### config.mk
export PLATFORM = sky130hd
export DESIGN_NAME = multicycle_ctrl
export DESIGN_NICKNAME = d
export VERILOG_FILES = /design/src/rtl/core_ctrl_pkg.sv /design/src/rtl/mem_wait_timer.sv /design/src/rtl/multicycle_ctrl.sv
export SDC_FILE = /design/constraint.sdc
export NUM_CORES = 1
export LEC_CHECK = 0
export BUFFER_PORTS_ARGS = -buffer_cell sky130_fd_sc_hd__buf_2
export CAP_MARGIN = 20
export CELL_PAD_IN_SITES_DETAIL_PLACEMENT = 0
export CELL_PAD_IN_SITES_GLOBAL_PLACEMENT = 2
export CORE_ASPECT_RATIO = 1.4
export CORE_MARGIN = 2
export CORE_UTILIZATION = 30
export DETAILED_ROUTE_END_ITERATION = 10
export GPL_TIMING_DRIVEN = 0
export PLACE_DENSITY = 0.94
export SKIP_LAST_GASP = 1
export SYNTH_ARGS = -nofsm -noshare
export SYNTH_HDL_FRONTEND = slang
export SYNTH_HIERARCHICAL = 1
export SYNTH_SLANG_ARGS = --single-unit
### constraint.sdc
create_clock -name clk -period 4.8 [get_ports clk]
set_input_delay 0.96 -clock clk [delete_from_list [all_inputs] [get_ports clk]]
set_output_delay 0.96 -clock clk [all_outputs]
set_load 0.01 [all_outputs]
### src/rtl/core_ctrl_pkg.sv
// Shared constants, state encoding and control-word type for the multicycle core.
// Imported by the control FSM, its wait timer and the testbench.
package core_ctrl_pkg;

  localparam logic [6:0] OP_R   = 7'b0110011;
  localparam logic [6:0] OP_LW  = 7'b0000011;
  localparam logic [6:0] OP_SW  = 7'b0100011;
  localparam logic [6:0] OP_BEQ = 7'b1100011;

  localparam logic [1:0] ALU_ADD   = 2'b00;
  localparam logic [1:0] ALU_SUB   = 2'b01;
  localparam logic [1:0] ALU_FUNCT = 2'b10;

  localparam logic [1:0] SRCB_RS2  = 2'b00;
  localparam logic [1:0] SRCB_FOUR = 2'b01;
  localparam logic [1:0] SRCB_IMM  = 2'b10;

  typedef enum logic [3:0] {
    ST_FETCH  = 4'd0,
    ST_DECODE = 4'd1,
    ST_ADDR   = 4'd2,
    ST_MEM_RD = 4'd3,
    ST_MEM_WR = 4'd4,
    ST_WB_MEM = 4'd5,
    ST_EXEC_R = 4'd6,
    ST_WB_ALU = 4'd7,
    ST_BRANCH = 4'd8,
    ST_FAULT  = 4'd9
  } state_t;

  typedef struct packed {
    logic       mem_req;
    logic       mem_we;
    logic       iord;
    logic       ir_write;
    logic       pc_write;
    logic       pc_src;
    logic       reg_write;
    logic       mem_to_reg;
    logic       alu_src_a;
    logic [1:0] alu_src_b;
    logic [1:0] alu_op;
    logic       retire;
    logic       fault;
  } ctrl_t;

  // States that own the memory port and are therefore watched by the timer.
  function automatic logic is_mem_state(input state_t s);
    return (s == ST_FETCH) || (s == ST_MEM_RD) || (s == ST_MEM_WR);
  endfunction

endpackage

### src/rtl/mem_wait_timer.sv
// Counts cycles a memory request has been waiting and flags the timeout cycle.
// The counter saturates rather than wrapping; TIMEOUT of 0 disables the flag.
module mem_wait_timer
  import core_ctrl_pkg::*;
#(
  parameter int TIMEOUT = 16,
  parameter int CNT_W   = 5
) (
  input  logic clk,
  input  logic rst,
  input  logic clear,
  input  logic active,
  input  logic ready,
  output logic expired
);

  localparam int               LIMIT_INT = (TIMEOUT > 0) ? TIMEOUT - 1 : 0;
  localparam logic [CNT_W-1:0] LIMIT     = LIMIT_INT[CNT_W-1:0];
  localparam logic [CNT_W-1:0] CNT_MAX   = '1;

  logic [CNT_W-1:0] cnt_reg;

  always_ff @(posedge clk) begin
    if (rst || clear) begin
      cnt_reg <= '0;
    end else if (active && !ready && (cnt_reg != CNT_MAX)) begin
      cnt_reg <= cnt_reg + 1'b1;
    end
  end

  // A ready in the limit cycle completes the access, so it suppresses expiry.
  assign expired = (TIMEOUT != 0) && active && !ready && (cnt_reg == LIMIT);

endmodule

### src/rtl/multicycle_ctrl.sv
// Main control FSM of the multicycle RV32I-subset core (R-type, LW, SW, BEQ).
// Datapath controls are decoded from the state; memory-completion strobes are gated by mem_ready.
module multicycle_ctrl
  import core_ctrl_pkg::*;
#(
  parameter int TIMEOUT = 16,
  parameter int CNT_W   = 5
) (
  input  logic       clk,
  input  logic       rst,
  input  logic [6:0] opcode,
  input  logic       zero,
  input  logic       mem_ready,
  output logic       mem_req,
  output logic       mem_we,
  output logic       iord,
  output logic       ir_write,
  output logic       pc_write,
  output logic       pc_src,
  output logic       reg_write,
  output logic       mem_to_reg,
  output logic       alu_src_a,
  output logic [1:0] alu_src_b,
  output logic [1:0] alu_op,
  output logic       retire,
  output logic       fault,
  output logic [3:0] state_dbg
);

  state_t state_reg;
  state_t state_next;
  ctrl_t  ctrl_next;
  ctrl_t  ctrl_out;
  logic   wait_clear;
  logic   wait_expired;

  // Clear the wait counter on every transition into a memory state.
  assign wait_clear = is_mem_state(state_next) && (state_next != state_reg);

  mem_wait_timer #(
    .TIMEOUT (TIMEOUT),
    .CNT_W   (CNT_W)
  ) u_mem_wait_timer (
    .clk     (clk),
    .rst     (rst),
    .clear   (wait_clear),
    .active  (is_mem_state(state_reg)),
    .ready   (mem_ready),
    .expired (wait_expired)
  );

  always_comb begin
    state_next = state_reg;
    case (state_reg)
      ST_FETCH: begin
        if (mem_ready)         state_next = ST_DECODE;
        else if (wait_expired) state_next = ST_FAULT;
      end
      ST_DECODE: begin
        case (opcode)
          OP_LW, OP_SW: state_next = ST_ADDR;
          OP_R:         state_next = ST_EXEC_R;
          OP_BEQ:       state_next = ST_BRANCH;
          default:      state_next = ST_FAULT;
        endcase
      end
      ST_ADDR: begin
        if (opcode == OP_LW)      state_next = ST_MEM_RD;
        else if (opcode == OP_SW) state_next = ST_MEM_WR;
        else                      state_next = ST_FAULT;
      end
      ST_MEM_RD: begin
        if (mem_ready)         state_next = ST_WB_MEM;
        else if (wait_expired) state_next = ST_FAULT;
      end
      ST_MEM_WR: begin
        if (mem_ready)         state_next = ST_FETCH;
        else if (wait_expired) state_next = ST_FAULT;
      end
      ST_WB_MEM: state_next = ST_FETCH;
      ST_EXEC_R: state_next = ST_WB_ALU;
      ST_WB_ALU: state_next = ST_FETCH;
      ST_BRANCH: state_next = ST_FETCH;
      ST_FAULT:  state_next = ST_FAULT;
      default:   state_next = ST_FAULT;
    endcase
  end

  always_ff @(posedge clk) begin
    if (rst) begin
      state_reg <= ST_FETCH;
    end else begin
      state_reg <= state_next;
    end
  end

  always_comb begin
    ctrl_next = '0;
    case (state_reg)
      ST_FETCH: begin
        ctrl_next.mem_req   = 1'b1;
        ctrl_next.alu_src_b = SRCB_FOUR;
        ctrl_next.alu_op    = ALU_ADD;
        ctrl_next.ir_write  = mem_ready;
        ctrl_next.pc_write  = mem_ready;
      end
      ST_DECODE: begin
        // old_pc + imm lands in ALUOut as the branch target.
        ctrl_next.alu_src_b = SRCB_IMM;
        ctrl_next.alu_op    = ALU_ADD;
      end
      ST_ADDR: begin
        ctrl_next.alu_src_a = 1'b1;
        ctrl_next.alu_src_b = SRCB_IMM;
        ctrl_next.alu_op    = ALU_ADD;
      end
      ST_MEM_RD: begin
        ctrl_next.mem_req = 1'b1;
        ctrl_next.iord    = 1'b1;
      end
      ST_MEM_WR: begin
        ctrl_next.mem_req = 1'b1;
        ctrl_next.iord    = 1'b1;
        ctrl_next.mem_we  = 1'b1;
        ctrl_next.retire  = mem_ready;
      end
      ST_WB_MEM: begin
        ctrl_next.reg_write  = 1'b1;
        ctrl_next.mem_to_reg = 1'b1;
        ctrl_next.retire     = 1'b1;
      end
      ST_EXEC_R: begin
        ctrl_next.alu_src_a = 1'b1;
        ctrl_next.alu_src_b = SRCB_RS2;
        ctrl_next.alu_op    = ALU_FUNCT;
      end
      ST_WB_ALU: begin
        ctrl_next.reg_write = 1'b1;
        ctrl_next.retire    = 1'b1;
      end
      ST_BRANCH: begin
        ctrl_next.alu_src_a = 1'b1;
        ctrl_next.alu_src_b = SRCB_RS2;
        ctrl_next.alu_op    = ALU_SUB;
        ctrl_next.pc_src    = 1'b1;
        ctrl_next.pc_write  = zero;
        ctrl_next.retire    = 1'b1;
      end
      ST_FAULT: ctrl_next.fault = 1'b1;
      default:  ctrl_next = '0;
    endcase
  end

  // Reset silences every output, including the debug state.
  assign ctrl_out   = rst ? '0 : ctrl_next;
  assign state_dbg  = rst ? 4'd0 : state_reg;

  assign mem_req    = ctrl_out.mem_req;
  assign mem_we     = ctrl_out.mem_we;
  assign iord       = ctrl_out.iord;
  assign ir_write   = ctrl_out.ir_write;
  assign pc_write   = ctrl_out.pc_write;
  assign pc_src     = ctrl_out.pc_src;
  assign reg_write  = ctrl_out.reg_write;
  assign mem_to_reg = ctrl_out.mem_to_reg;
  assign alu_src_a  = ctrl_out.alu_src_a;
  assign alu_src_b  = ctrl_out.alu_src_b;
  assign alu_op     = ctrl_out.alu_op;
  assign retire     = ctrl_out.retire;
  assign fault      = ctrl_out.fault;

endmodule

==> results.json <==
{
  "critPathArrivalTime_ns": 3.49,
  "fin_tns_setup_ns": 0,
  "cap_violations": 0,
  "post-route-util_pct": 39.2,
  "dp_hpwl_um": 2090,
  "drc": 0,
  "syn_avg_cell_area_um2": 7.73,
  "wl_per_cell_um": 13.0,
  "ant_nets": 0,
  "via_count": 1063,
  "grt_max_degree": 11,
  "pre_cts_ws_ns": 1.29,
  "ys.flop_type": "dfxtp_1",
  "fin_hold_ws_ns": 0.532,
  "max-slew-margin-rel_pct": 70.1,
  "first_pass_iters": 4,
  "diodes": 0,
  "crit_fanout": 8,
  "clockRootBuffer": "clkbuf_8",
  "total_power_uw": 332,
  "largest_reg_flops": 5,
  "worst_slack_ns": 1.42,
  "yosysWarnings": 6,
  "synth_edf_count": 0,
  "ys_top_cells_by_count": "nor2_1, dfxtp_1, nor3_1",
  "multiInputGateArea_um2": 752,
  "rsz0062_at_grt": "false",
  "outcome": "finished, final reports clean",
  "synth.most_common_cell": "nor2_1",
  "crit_path_cell_trace": "or2_0 -> clkbuf_1 -> a21oi_1 -> and3b_2 -> or4b_1 -> o211ai_1 -> o31ai_1 -> and3_1 -> a2111oi_2 -> or2_2 -> clkbuf_1 -> nor2_1 -> mux2_1",
  "crit_path_start_kind": "flop",
  "grt_pass1_vias": 1023,
  "clockBufferDepth": 2,
  "regArea_um2": 180,
  "cts.repair.resized": 0,
  "worst_pin_slew_ns": 0.448,
  "overflow": 0,
  "synthDistinctLibCells": 51,
  "syn-cell-area_um2": 997,
  "drive_gt1_share_pct": 32.1,
  "core_area_mm2": 0.00315,
  "drtIter0Drc": 31,
  "synth_largest_area_cell": "dfxtp_1",
  "drt_wl_total_um": 2620,
  "final_nets": 177,
  "syn_inst": 129,
  "power.density_mw_per_mm2": 269,
  "rows": 24,
  "period_minus_slack_ns": 3.38,
  "cts_setup_buffers": 0,
  "cts.sinks": 9,
  "drv_slew": 0,
  "holdBufCountCts": 0,
  "cts_made_buffers": 3,
  "die_w_um": 52.7,
  "seq_area_frac_synth_pct": 18.1,
  "ir_drop_v": 0.000169,
  "worstSetupPathType": "reg -> reg",
  "hold_class": "reg -> reg",
  "endpoint_kind": "flop",
  "clk_latency_ns": 0.23,
  "cp_data_required_time_ns": 4.91,
  "grt.total_usage_pct": 14.6,
  "synth_top_area_share_pct": 18.1,
  "area_growth_pct": 24.0,
  "cts_tree": "yes",
  "ys_ff_latch": 9,
  "max_freq_mhz": 296,
  "grt_pass1_wl_um": 4240,
  "numPortBuffers": 29,
  "h-tree-depth": 1,
  "max_stage_delay_ns": 0.50,
  "avgViaCountPerCell": 5.29,
  "path_common_cell": "clkbuf_1",
  "slowest_stage": "or4b_1",
  "num-fill-cells": 345,
  "die_h_um": 72.2,
  "antenna_found_initial": 0,
  "die_area_mm2": 0.00381,
  "fin_skew_ns": 0.00501,
  "finalSetupViolCount": 0,
  "timing.final.crit_share_pct": 70.4,
  "synth_area_leaders": "dfxtp_1, nor2_1, nor3_1",
  "hold_viol": 0,
  "ios": 30,
  "synth_nets": 143,
  "p_leak_nw": 0.530,
  "path_clk_slew_ns": 0.05,
  "place_congestion": 0.840,
  "async_reset_ff_share_pct": 0,
  "initial_core_util_pct": 31.6
}
layout make-up:
type	count	share of cell area [%]
Clock buffer	4	3.64
Buffer	9	3.74
Sequential cell	9	14.6
Timing Repair Buffer	29	11.7
Inverter	5	1.52
Multi-Input combinational cell	106	60.8
Tap cell	39	3.95
power by group:
| part | leakage (nW) | switching [mW] | internal (mW) |
|---|---|---|---|
| Sequential | 0.0733 | 0.0116 | 0.0831 |
| Clock | 0.0228 | 0.0311 | 0.0580 |
| Combinational | 0.434 | 0.0795 | 0.0690 |
| Total | 0.530 | 0.122 | 0.210 |
cell families (layout without fill, tap and decap cells):
group                    count (synthesis)  count (layout)  synth area share [%]
multiplexers                             3               3                  3.14
AO/OA/AOI/OAI                           30              30                  23.6
flip-flops                               9               9                  18.1
buffers and inverters                   14              47                  6.52
XOR/XNOR                                 3               3                  2.64
adder cells (fa/ha/maj)                  4               4                  4.89
AND/OR/NAND/NOR                         66              66                  41.2
through the flow:
stage	instances	area (um2)
after floorplan	129	997
after global placement	197	1190
after global routing	201	1240
after detailed placement	197	1190
after CTS	201	1240
final	201	1240
routing by layer:
layer / vias up / track usage (%) / share of wire, % / wire [um]
li1: 531 / - / - / -
met3: 4 / 2.47 / 3.4 / 89
met1: 507 / 15.4 / 38 / 1010
met2: 21 / 26.5 / 57 / 1490
met5: - / 0 / 0 / 0
met4: 0 / 7.69 / 1.3 / 34
path summary, 6_finish.rpt:
check,from,to,slack (ns),cells after the start
max,state_reg[0]$_SDFF_PP0_,u_mem_wait_timer/cnt_reg[3]$_SDFFE_PP0P_,1.42,13
min,u_mem_wait_timer/cnt_reg[4]$_SDFFE_PP0P_,u_mem_wait_timer/cnt_reg[4]$_SDFFE_PP0P_,0.53,2
max reg2reg,state_reg[0]$_SDFF_PP0_,u_mem_wait_timer/cnt_reg[3]$_SDFFE_PP0P_,1.42,13
min reg2reg,u_mem_wait_timer/cnt_reg[4]$_SDFFE_PP0P_,u_mem_wait_timer/cnt_reg[4]$_SDFFE_PP0P_,0.53,2
worst max-delay path, delay by kind of cell, from the launching register on:
family,cells,cell delay [ns]
AND/OR/NAND/NOR,6,1.28
AO/OA/AOI/OAI,4,0.74
buffers and inverters,2,0.49
flip-flops,1,0.45
multiplexers,1,0.29
cell usage in the layout (no fill, tap or decap), types with 2 or more instances in the layout:
| cell | Yosys | final |
|---|---|---|
| buf_2 | 1 | 30 |
| inv_1 | 5 | 5 |
| and3_1 | 2 | 2 |
| or2_2 | 2 | 2 |
| and2_1 | 2 | 2 |
| a21o_1 | 2 | 2 |
| nor2b_1 | 5 | 5 |
| nor2_1 | 20 | 20 |
| o21ai_0 | 5 | 5 |
| ha_1 | 3 | 3 |
| o31ai_1 | 2 | 2 |
| dfxtp_1 | 9 | 9 |
| clkbuf_8 | 0 | 3 |
| xnor2_1 | 3 | 3 |
| or4b_1 | 2 | 2 |
| a41oi_1 | 3 | 3 |
| clkbuf_1 | 4 | 5 |
| nor3_1 | 9 | 9 |
| nand2b_1 | 7 | 7 |
| a21oi_1 | 7 | 7 |
| o21a_1 | 2 | 2 |
| buf_4 | 3 | 3 |
| mux2i_1 | 2 | 2 |
Note: power is estimated with default switching activity, not from simulation.
